### src/rtl/conv_window_ctrl_if.sv
// Pixel-source stream between the feature-map source and the window controller.
// Handshake: a pixel transfers on every rising clk edge where src_valid and
// src_ready are both 1; src_data must be stable while src_valid is 1, and
// src_valid may drop at any time (gaps are legal).
interface conv_window_ctrl_if #(
  parameter int DATA_W = 16
);
  logic              src_valid;
  logic [DATA_W-1:0] src_data;
  logic              src_ready;

  // Feature-map source side.
  modport master (
    output src_valid,
    output src_data,
    input  src_ready
  );

  // Window controller side.
  modport slave (
    input  src_valid,
    input  src_data,
    output src_ready
  );
endinterface

### src/rtl/conv_window_ctrl.sv
// Frame sequencer and 5x5 window assembler for the convolution front end.
// Feeds one feature map per start into an external LineBuffer, turns its
// 5-row column taps into a sliding 5x5 window and emits one window per legal
// position (no wrap across rows), tagged with its top-left row/column.
module conv_window_ctrl #(
  parameter int MAP_W  = 28,
  parameter int MAP_H  = 28,
  parameter int DATA_W = 16
) (
  input  logic                  clk,
  input  logic                  rst_n,
  input  logic                  start,
  conv_window_ctrl_if.slave     pix,
  output logic [DATA_W-1:0]     lb_din,
  output logic                  lb_in_valid,
  input  logic [DATA_W-1:0]     lb_out1,
  input  logic [DATA_W-1:0]     lb_out2,
  input  logic [DATA_W-1:0]     lb_out3,
  input  logic [DATA_W-1:0]     lb_out4,
  input  logic [DATA_W-1:0]     lb_out5,
  input  logic                  lb_out_valid,
  output logic [25*DATA_W-1:0]  win_data,
  output logic                  win_valid,
  output logic [15:0]           win_row,
  output logic [15:0]           win_col,
  output logic                  busy,
  output logic                  done,
  output logic [1:0]            dbg_state
);

  localparam int TOTAL = MAP_W * MAP_H;
  localparam int CW    = (TOTAL > 1) ? $clog2(TOTAL) : 1;
  localparam logic [CW-1:0] LAST_PIX = CW'(TOTAL - 1);
  localparam logic [15:0]   LAST_COL = 16'(MAP_W - 1);
  localparam logic [15:0]   LAST_ROW = 16'(MAP_H - 1);

  typedef enum logic [1:0] {
    IDLE  = 2'd0,
    FEED  = 2'd1,
    DRAIN = 2'd2,
    DONE  = 2'd3
  } state_t;

  state_t            state;
  logic              ready_q;
  logic              busy_q;
  logic              done_q;
  logic [CW-1:0]     pix_cnt;
  logic [15:0]       col;
  logic [15:0]       row;
  logic              hs;
  logic              col_adv;
  logic              last_column;
  logic [DATA_W-1:0] taps [5];
  logic [DATA_W-1:0] win_q [5][5];

  // Source handshake passes straight through to the LineBuffer write port.
  assign hs          = pix.src_valid & ready_q;
  assign pix.src_ready = ready_q;
  assign lb_din      = pix.src_data;
  assign lb_in_valid = hs;

  // LineBuffer columns only count while a frame is in flight.
  assign col_adv     = lb_out_valid & ((state == FEED) | (state == DRAIN));

  // Row/column counters walk the whole column sequence, so the final column
  // of the map is exactly column count MAP_W*MAP_H - 4*MAP_W.
  assign last_column = (col == LAST_COL) & (row == LAST_ROW);

  assign busy      = busy_q;
  assign done      = done_q;
  assign dbg_state = state;

  // Tap order: lb_out1 is the oldest row and lands in the window's top row.
  always_comb begin
    taps[0] = lb_out1;
    taps[1] = lb_out2;
    taps[2] = lb_out3;
    taps[3] = lb_out4;
    taps[4] = lb_out5;
  end

  // Frame sequencer with registered src_ready/busy/done.
  always_ff @(posedge clk or negedge rst_n) begin
    if (!rst_n) begin
      state   <= IDLE;
      ready_q <= 1'b0;
      busy_q  <= 1'b0;
      done_q  <= 1'b0;
      pix_cnt <= '0;
    end else begin
      case (state)
        IDLE: begin
          done_q <= 1'b0;
          if (start) begin
            state   <= FEED;
            ready_q <= 1'b1;
            busy_q  <= 1'b1;
            pix_cnt <= '0;
          end
        end
        FEED: begin
          if (hs) begin
            if (pix_cnt == LAST_PIX) begin
              state   <= DRAIN;
              ready_q <= 1'b0;
            end else begin
              pix_cnt <= pix_cnt + 1'b1;
            end
          end
        end
        DRAIN: begin
          // Leave on the edge that loads the final window so done lines up
          // with the last win_valid.
          if (col_adv && last_column) begin
            state  <= DONE;
            done_q <= 1'b1;
          end
        end
        DONE: begin
          state  <= IDLE;
          done_q <= 1'b0;
          busy_q <= 1'b0;
        end
        default: begin
          state   <= IDLE;
          ready_q <= 1'b0;
          busy_q  <= 1'b0;
          done_q  <= 1'b0;
        end
      endcase
    end
  end

  // Column position of the next LineBuffer column; the first column out of
  // the LineBuffer belongs to pixel 4*MAP_W, hence the row start of 4.
  always_ff @(posedge clk or negedge rst_n) begin
    if (!rst_n) begin
      col <= '0;
      row <= '0;
    end else if (state == IDLE && start) begin
      col <= '0;
      row <= 16'd4;
    end else if (col_adv) begin
      if (col == LAST_COL) begin
        col <= '0;
        row <= row + 16'd1;
      end else begin
        col <= col + 16'd1;
      end
    end
  end

  // Sliding window: shift columns left and load the new column at c=4.
  // Columns 0..3 of a row still load (to refill the window) but never flag
  // a window, which is what stops wrap-around across rows.
  always_ff @(posedge clk or negedge rst_n) begin
    if (!rst_n) begin
      for (int r = 0; r < 5; r++) begin
        for (int c = 0; c < 5; c++) begin
          win_q[r][c] <= '0;
        end
      end
      win_valid <= 1'b0;
      win_row   <= '0;
      win_col   <= '0;
    end else if (col_adv) begin
      for (int r = 0; r < 5; r++) begin
        for (int c = 0; c < 4; c++) begin
          win_q[r][c] <= win_q[r][c+1];
        end
        win_q[r][4] <= taps[r];
      end
      win_valid <= (col >= 16'd4);
      win_row   <= row - 16'd4;
      win_col   <= col - 16'd4;
    end else begin
      win_valid <= 1'b0;
    end
  end

  // Flatten the window: element (r,c) at bits [(r*5+c)*DATA_W +: DATA_W].
  always_comb begin
    win_data = '0;
    for (int r = 0; r < 5; r++) begin
      for (int c = 0; c < 5; c++) begin
        win_data[(r*5+c)*DATA_W +: DATA_W] = win_q[r][c];
      end
    end
  end

endmodule

### src/flat_wrapper.sv
// flat-port wrapper written by rule: the top's interface ports become plain ports
module conv_window_ctrl_flat 
#(
  parameter int MAP_W  = 28,
  parameter int MAP_H  = 28,
  parameter int DATA_W = 16
)
  (clk, rst_n, start, lb_din, lb_in_valid, lb_out1, lb_out2, lb_out3, lb_out4, lb_out5, lb_out_valid, win_data, win_valid, win_row, win_col, busy, done, dbg_state, pix_src_valid, pix_src_data, pix_src_ready);
  conv_window_ctrl_if #(.DATA_W(DATA_W)) pix_i ();
  input  logic clk;
  input  logic rst_n;
  input  logic start;
  output logic [DATA_W-1:0] lb_din;
  output logic lb_in_valid;
  input  logic [DATA_W-1:0] lb_out1;
  input  logic [DATA_W-1:0] lb_out2;
  input  logic [DATA_W-1:0] lb_out3;
  input  logic [DATA_W-1:0] lb_out4;
  input  logic [DATA_W-1:0] lb_out5;
  input  logic lb_out_valid;
  output logic [25*DATA_W-1:0] win_data;
  output logic win_valid;
  output logic [15:0] win_row;
  output logic [15:0] win_col;
  output logic busy;
  output logic done;
  output logic [1:0] dbg_state;
  input wire logic [$bits(pix_i.src_valid)-1:0] pix_src_valid;
  input wire logic [$bits(pix_i.src_data)-1:0] pix_src_data;
  output wire logic [$bits(pix_i.src_ready)-1:0] pix_src_ready;
  assign pix_i.src_valid = pix_src_valid;
  assign pix_i.src_data = pix_src_data;
  assign pix_src_ready = pix_i.src_ready;
  conv_window_ctrl #(.MAP_W(MAP_W), .MAP_H(MAP_H), .DATA_W(DATA_W)) u_core (.clk(clk), .rst_n(rst_n), .start(start), .pix(pix_i), .lb_din(lb_din), .lb_in_valid(lb_in_valid), .lb_out1(lb_out1), .lb_out2(lb_out2), .lb_out3(lb_out3), .lb_out4(lb_out4), .lb_out5(lb_out5), .lb_out_valid(lb_out_valid), .win_data(win_data), .win_valid(win_valid), .win_row(win_row), .win_col(win_col), .busy(busy), .done(done), .dbg_state(dbg_state));
endmodule
### config.mk
export PLATFORM = sky130hd
export DESIGN_NAME = conv_window_ctrl_flat
export DESIGN_NICKNAME = d
export VERILOG_FILES = /design/src/rtl/conv_window_ctrl_if.sv /design/src/rtl/conv_window_ctrl.sv /design/src/flat_wrapper.sv
export SDC_FILE = /design/constraint.sdc
export NUM_CORES = 1
export LEC_CHECK = 0
export ABC_AREA = 1
export CAP_MARGIN = 0
export CORE_MARGIN = 3
export CORE_UTILIZATION = 43
export DETAILED_ROUTE_END_ITERATION = 8
export GPL_ROUTABILITY_DRIVEN = 0
export PLACE_DENSITY = 0.85
export SLEW_MARGIN = 10
export SYNTH_ARGS = -nofsm -noshare
export SYNTH_HDL_FRONTEND = slang
export SYNTH_SLANG_ARGS = --single-unit
export TNS_END_PERCENT = 5
### constraint.sdc
create_clock -name clk -period 1.7 [get_ports clk]
set_input_delay 0.34 -clock clk [delete_from_list [all_inputs] [get_ports clk]]
set_output_delay 0.34 -clock clk [all_outputs]
set_load 0.05 [all_outputs]
Word-level counts from Yosys, hierarchy flattened
Index checks and enable logic that the tools add are counted.
{"block": "totals", "inputBits": 101, "elab_cells": 94, "out_inout_bits": 455, "ff_bits": 480}
{"block": "classes", "addsub": 5, "bitwise_logic": 4, "n_eq_ne": 11, "n_reduce_logical": 15, "n_lt_le_gt_ge": 1, "n_mux": 23}
{"op": "$mux 16", "n": 6}
{"op": "$add 16x1->16 const B", "n": 2}
{"op": "$eq 16x5->1 const B", "n": 2}
{"op": "$sub 16x3->16 const B", "n": 2}
{"op": "$mux 10", "n": 3}
{"op": "$pmux 10 s2", "n": 1}
{"op": "$ge 16x3->1 const B", "n": 1}
{"op": "$reduce_and 4->1", "n": 3}
{"op": "$add 10x1->10 const B", "n": 1}
{"op": "$eq 10x10->1 const B", "n": 1}
{"op": "$ne 2x2->1 const B", "n": 5}
{"op": "$reduce_bool 2->1", "n": 5}
{"op": "$mux 2", "n": 4}
{"op": "$pmux 2 s4", "n": 1}
{"op": "$pmux 1 s2", "n": 3}
{"op": "$reduce_and 2->1", "n": 3}
{"op": "$mux 1", "n": 5}
{"op": "$eq 2x2->1 const B", "n": 2}
{"op": "$and 1x1->1", "n": 3}
{"op": "$eq 2x1->1 const B", "n": 1}
{"op": "$logic_and 1x1->1", "n": 2}
{"op": "$logic_not 2->1", "n": 1}
{"op": "$reduce_or 2->1", "n": 1}
{"op": "$or 1x1->1", "n": 1}

Logic depth before layout (Yosys ltp)
Gate-level depths: netlist (run 1).
{"block": "depth", "depth_word": 6, "ltp_mapped": 11, "depth_no_buf": 11}

Worst setup path before layout (run 1)
OpenSTA, ideal clock, no wires.
{"block": "synth_timing", "path_kind": "register -> register", "from": "register u_core.state[0], in the netlist u_core.dbg_state[0]", "to": "register u_core.win_col[8]", "setup_slack_ns": -0.355, "synth_period_minus_slack_ns": 2.055, "stages_incl_launch_ff": 7, "t_required_ns": 1.564, "t_arrival_ns": 1.919, "path_buffers": 2, "setup_ns": 0.136, "path_cell_list": "dfrtp_1 inv_1 ha_1 nand2_2 clkbuf_1 buf_1 o21ai_0"}
{"block": "synth_between", "elab_chain_len": 3, "word_cells_on_any_way": 4, "classes_between": "eq/ne (2); bitwise (2)"}
{"element": "from (decl)", "line_no": "conv_window_ctrl.sv:44", "source": "state_t state;"}
{"element": "from (signal assigned)", "line_no": "conv_window_ctrl.sv:86", "source": "state <= IDLE;"}
{"element": "from (signal assigned)", "line_no": "conv_window_ctrl.sv:96", "source": "state <= FEED;"}
{"element": "from (signal assigned)", "line_no": "conv_window_ctrl.sv:105", "source": "state <= DRAIN;"}
{"element": "$eq 2x1->1 or $eq 2x2->1 (tied branches)", "line_no": "conv_window_ctrl.sv:64", "source": "assign col_adv = lb_out_valid & ((state == FEED) | (state == DRAIN));"}
{"element": "$or 1x1->1 *", "line_no": "conv_window_ctrl.sv:64"}
{"element": "$and 1x1->1 *", "line_no": "conv_window_ctrl.sv:64"}
{"element": "to (signal assigned)", "line_no": "conv_window_ctrl.sv:176", "source": "win_col <= col - 16'd4;"}
{"element": "to (decl)", "line_no": "conv_window_ctrl.sv:25", "source": "output logic [15:0] win_col,"}
Every way passes the cells marked *; elsewhere a longest branch is shown, timed or not.
A chain may end at the register's enable or synchronous reset.

Worst setup path in the final report (run 1)
{"block": "layout_timing", "from": "register u_core.ready_q, in the netlist u_core.pix.src_ready", "to": "output port lb_in_valid"}
{"block": "layout_between", "elab_chain_len": 1}
{"element": "from (decl)", "line_no": "conv_window_ctrl.sv:45", "source": "logic ready_q;"}
{"element": "from (signal assigned)", "line_no": "conv_window_ctrl.sv:87", "source": "ready_q <= 1'b0;"}
{"element": "from (signal assigned)", "line_no": "conv_window_ctrl.sv:97", "source": "ready_q <= 1'b1;"}
{"element": "from (signal assigned)", "line_no": "conv_window_ctrl.sv:106", "source": "ready_q <= 1'b0;"}
{"element": "$and 1x1->1", "line_no": "conv_window_ctrl.sv:58", "source": "assign hs = pix.src_valid & ready_q;"}
{"element": "to (decl)", "line_no": "flat_wrapper.sv:14", "source": "output logic lb_in_valid;"}
No other way between the ends.

==> results.yml, run 1 <==
clock_tree:
  root_buffer: "clkbuf_16"
  insertion_delay_ps: 600
  cts.htree.levels: 2
  cts.path.max_buffers: 3
  clk_pin_slew_worst_paths_ps: 60
  numCtsBuffers: 49
  cts_sinks: 480
  cts_tree: "built"
drt:
  first_iter_violations: 1477
  vias: 17661
  antenna_left: 0
  routed_wl_um: 60900
  avgViaCountPerCell: 5.20
  wl_per_cell_um: 17.9
  first_pass_iters: 6
  remaining_drc_errors: 0
finish:
  nFillCells: 3466
  design_area_um2: 27000
  area_growth_pct: 38.0
  layout-drive-gt1-share: 0.253
  final_cell_mix: "724 x nand2_1, 515 x buf_4, 478 x dfrtp_1, 369 x o21ai_0, 220 x inv_1"
  final_common_cell: "nand2_1"
  multiInputGateArea_um2: 6230
  final_nets: 2881
  antenna_cells: 0
  seqCellArea_um2: 12000
setup_path:
  r2r_start: "u_core.row[3]"
  rrSetupSlack_ps: 30
  crit_fanout: 2
  worstPathArrival_ps: 1370
  setup.worst_path.start: "u_core.pix.src_ready"
  critPathLaunchType: "flip-flop"
  worstSetupEndpointType: "primary output"
  required_ps: 1360
  reg2reg_depth: 8
  crit_type: "reg -> out"
  worstReg2RegEnd: "u_core.win_row[13]"
outcome:
  violations: "negative setup slack"
  status: "complete, but fails checks"
sta:
  rsz0062_at_grt: "yes"
  min_period_ps: 1710
  slew_headroom: 0.733
  finalWorstSetupSlack_ps: -6.46
  tightest_slew_ps: 401
  fmax_mhz: 586
  post-route-period-util: 1.00
  final_hold_viol_count: 0
  setup_viol: 1
  drv_slew: 0
  skew_ps: 30.2
global_routing:
  grt_overflow_total: 0
  track_usage: 0.246
  grt_max_degree: 78
  grt_pass1_vias: 17532
  antenna_found_initial: 0
  grt_pass1_wl_um: 94500
min_path:
  min_path_type: "in -> async"
logic_synthesis:
  ys_warn_count: 0
  syn_nets: 2310
  synthDistinctLibCells: 34
  syn_area_um2: 19600
  synth.top_cell.area_share: 0.613
  synth_edf_count: 0
  synth_area_leaders: "dfrtp_1 61%, nand2_1 14%, o21ai_0 9.7%"
  ys.flop_type: "dfrtp_1"
  synth_top_area_cell: "dfrtp_1"
  syn_area_per_cell_um2: 8.93
  async_flop_share: 1.00
  synth_seq_cells: 480
  syn_inst: 2194
  ys_seq_area_frac: 0.613
floorplan:
  io_pins: 556
  start_util: 0.439
  coreArea_um2: 44600
  num_rows: 77
  dieHeight_um: 219
  dieArea_um2: 48100
  die_x_um: 219
placed_design:
  hpwlAfterDp_um: 43800
  dpl-instance-area_um2: 25100
  port_buffers: 523
run:
  cap_viol_max_count: 0
## metrics by stage
stage               worst slack, ps  setup TNS, ps  hold WS [ps]  instances  utilization
floorplan                     -61.4          -8040          44.4       2194            -
global placement               -211         -26390           267       3293        0.563
detailed placement             -242         -38650           270       3293        0.563
CTS                           -34.8          -43.1           219       3384        0.600
global route                  -62.8           -297           233       3394        0.606
finish                        -6.46          -6.46           245       3394        0.606
## cells in the mapped netlist (6+ instances only)
cell type	count
o21ai_0	378
a21oi_1	15
xor2_1	14
nand3_1	52
nand4_1	13
buf_2	29
buf_1	10
nand2_1	729
clkbuf_1	61
ha_1	15
or2_2	6
inv_1	225
nor2_1	86
inv_2	7
buf_4	18
a31oi_1	10
dfrtp_1	480
nand2_2	6
## registers in the layout, indices dropped and copies added (netlist names)
name / flops
u_core.win_data: 400
u_core.win_row: 16
u_core.row: 16
u_core.win_col: 16
u_core.pix.src_ready: 1
u_core.dbg_state: 2
u_core.pix_cnt: 10
u_core.busy: 1
u_core.done: 1
u_core.col: 16
u_core.win_valid: 1
## worst max-delay path by stage
stage	to	slack, ps	cells after the start
floorplan	u_core.col[10]	-60	10
global placement	u_core.col[10]	-210	9
detailed placement	u_core.col[10]	-240	9
CTS	lb_in_valid	-30	3
global route	lb_in_valid	-60	3
finish	lb_in_valid	-6	3
## routing by layer
layer,vias up,GRT usage,part of all wire
met2,859,0.415,0.49
li1,8012,-,-
met1,8611,0.298,0.37
met3,179,0.0593,0.083
met4,0,0.114,0.049
met5,-,0,0
## cells by family after synthesis
| kind of cell | share of synthesized area |
|---|---|
| xor gates and xnor gates | 0.00626 |
| buffers and inverters | 0.0767 |
| and+or+nand+nor | 0.186 |
| adders and majority gates | 0.00958 |
| AOI/OAI and AO/OA | 0.108 |
| DFF | 0.613 |
## area by class of cell
type                    count  area share
well taps                 592      0.0274
clock buffers              64      0.0504
multi-input cells        1357       0.231
inverters                 235      0.0335
flip-flops and latches    480       0.445
clock inverters            24     0.00815
repair buffers            642       0.205
## timing repair
item                                    CTS  global route
resized for setup                         4            51
endpoints found under the setup margin    6           159
hold endpoints to repair                205             0
buffers inserted                          3             4
pin swaps                                 1             6
cloned                                    0             6
hold buffers                              1             0
## worst max-delay path, stage by stage (launching register included)
cell and delay, ps:
dfrtp_1 400, nand2_2 100, clkinvlp_4 110, buf_12 150
Power of run 1 is left out: the tool's default activity adds up to more than one toggle a clock period on the data nets, which glitch-free logic cannot reach.
==> inputs of run 2 (changes only) <==
CORE_MARGIN = 5   (was 3)
==> run 2 against run 1 <==
Net effect: the run now ends clean; final cell count about the same; worst hold slack got worse by 8.0 ps; critical path depth increased by 4; clock skew decreased by 9.4 ps; utilization decreased by 0.99 points; final area decreased by 0.35%; die area increased by 3.7%; sequential share of layout area increased by 0.16 points; wire length decreased by 1.0%; worst setup slack improved by 34 ps; critical path type is now reg -> reg; critical endpoint is now u_core.win_data[258]; largest cell class unchanged.
==> results.yml, run 2 (synthesized netlist as in run 1, its figures left out) <==
global_routing:
  grt_pass1_wl_um: 95600
  grt_overflow_total: 0
  grt_max_degree: 75
  track_usage: 0.236
  grt_pass1_vias: 17370
  antenna_found_initial: 1
floorplan:
  io_pins: 556
  num_rows: 78
  dieHeight_um: 223
  dieArea_um2: 49900
  die_x_um: 223
  coreArea_um2: 45200
  start_util: 0.433
finish:
  area_growth_pct: 37.5
  design_area_um2: 26900
  fin_cells: 3392
  layout-drive-gt1-share: 0.247
  utilization: 0.596
  largest_reg_flops: 400
  final_nets: 2869
  nFillCells: 3576
  final_common_cell: "nand2_1"
  final_cell_mix: "726 x nand2_1, 514 x buf_4, 477 x dfrtp_1, 375 x o21ai_0, 220 x inv_1"
sta:
  setup_viol: 0
  min_period_ps: 1670
  post-route-period-util: 0.984
  fmax_mhz: 598
  tightest_slew_ps: 397
  drv_slew: 0
  slew_headroom: 0.735
  skew_ps: 20.8
  rsz0062_at_grt: "yes"
  final_hold_viol_count: 0
placed_design:
  port_buffers: 523
  dpl.cell_count: 3297
  dpl-instance-area_um2: 25000
  hpwlAfterDp_um: 43800
drt:
  remaining_drc_errors: 0
  routed_wl_um: 60300
  wl_per_cell_um: 17.8
  first_pass_iters: 7
  first_iter_violations: 1330
  vias: 17282
  avgViaCountPerCell: 5.09
  antenna_left: 0
setup_path:
  cp_top_family: "buffers and inverters"
  required_ps: 2190
  crit_slowest_cell: "dfrtp_2"
  crit_type: "reg -> reg"
  worstSetupEndpointType: "flip-flop"
  reg2reg_depth: 7
  critPathLaunchType: "flip-flop"
  timing.critical_path.buf_inv: 3
  path_depth: 7
  worstPathArrival_ps: 2170
  crit_fanout: 57
  crit_path_cell_trace: "inv_2 > ha_4 > nand2_8 > buf_4 > buf_12 > nand2_1 > o21ai_0"
  critical-path-max-stage-delay_ps: 410
outcome:
  status: "completed"
clock_tree:
  cts.path.max_buffers: 3
  insertion_delay_ps: 590
  cts_sinks: 480
  clk_pin_slew_worst_paths_ps: 60
  root_buffer: "clkbuf_16"
  numCtsBuffers: 50
  cts_tree: "built"
  cts.htree.levels: 2
min_path:
  min_path_type: "in -> async"
run:
  cap_viol_max_count: 0
## run 2: changes by cell type in the layout (fill, tap and decap cells not counted), moves of 5 or more
cell       previous run  this run
bufinv_16             2         7
clkinv_2             12         3
o21ai_0             369       375
o21ai_1              12         7
## run 2: timing repair
| action | CTS | global route |
|---|---|---|
| resized for setup | 3 | 27 |
| endpoints found under the hold margin | 270 | 0 |
| pin swaps | 1 | 4 |
| endpoints found under the setup margin | 3 | 60 |
| gates cloned | 0 | 1 |
| hold buffers | 1 | 0 |
| setup buffers | 3 | 0 |
## run 2: per-layer routing
layer | track usage | up-vias | wire length, um
met5 | 0 | - | 0
met4 | 0.0994 | 0 | 2890
met3 | 0.0679 | 171 | 5380
met2 | 0.390 | 791 | 29300
met1 | 0.290 | 8322 | 22700
li1 | - | 7998 | -
## run 2: final timing paths
kind                                              to                 start  slack, ps
max in group asynchronous       u_core.win_data[253]                 rst_n        750
worst min-delay path            u_core.win_data[139]                 rst_n        240
worst max register to register  u_core.win_data[258]   u_core.dbg_state[0]         30
worst min register to register  u_core.win_data[324]  u_core.win_data[324]        480
worst max-delay path            u_core.win_data[258]   u_core.dbg_state[0]         30
min in group clk                 u_core.win_data[77]           lb_out1[13]        310
## run 2: worst register-to-register path, delay by kind of cell (launching register included)
kind / cells / cell delay, ps
compound gates: 1 / 120
fa+ha+maj: 1 / 220
buf+inv: 3 / 570
flops: 1 / 410
simple gates: 2 / 260
## run 2: final cells by class
cell class              instances  area (um2)  area share
well taps                     600         751      0.0279
multi-input cells            1355        6170       0.229
clock inverters                18         305      0.0113
repair buffers                631        5310       0.197
diodes                          1        2.50   0.0000929
flip-flops and latches        480       12000       0.446
inverters                     235         905      0.0336
clock buffers                  72        1470      0.0544
## run 2: through the flow
step           hold slack (ps)  setup TNS, ps  setup WS (ps)
6_report                   237              0           27.6
3_5_place_dp               245         -26230           -218
3_3_place_gp               247         -15010           -203
4_1_cts                    196          -3.66          -3.66
5_1_grt                    222           -342          -51.8
2_1_floorplan             44.4          -8040          -61.4
Power of run 2 is left out for the same reason.
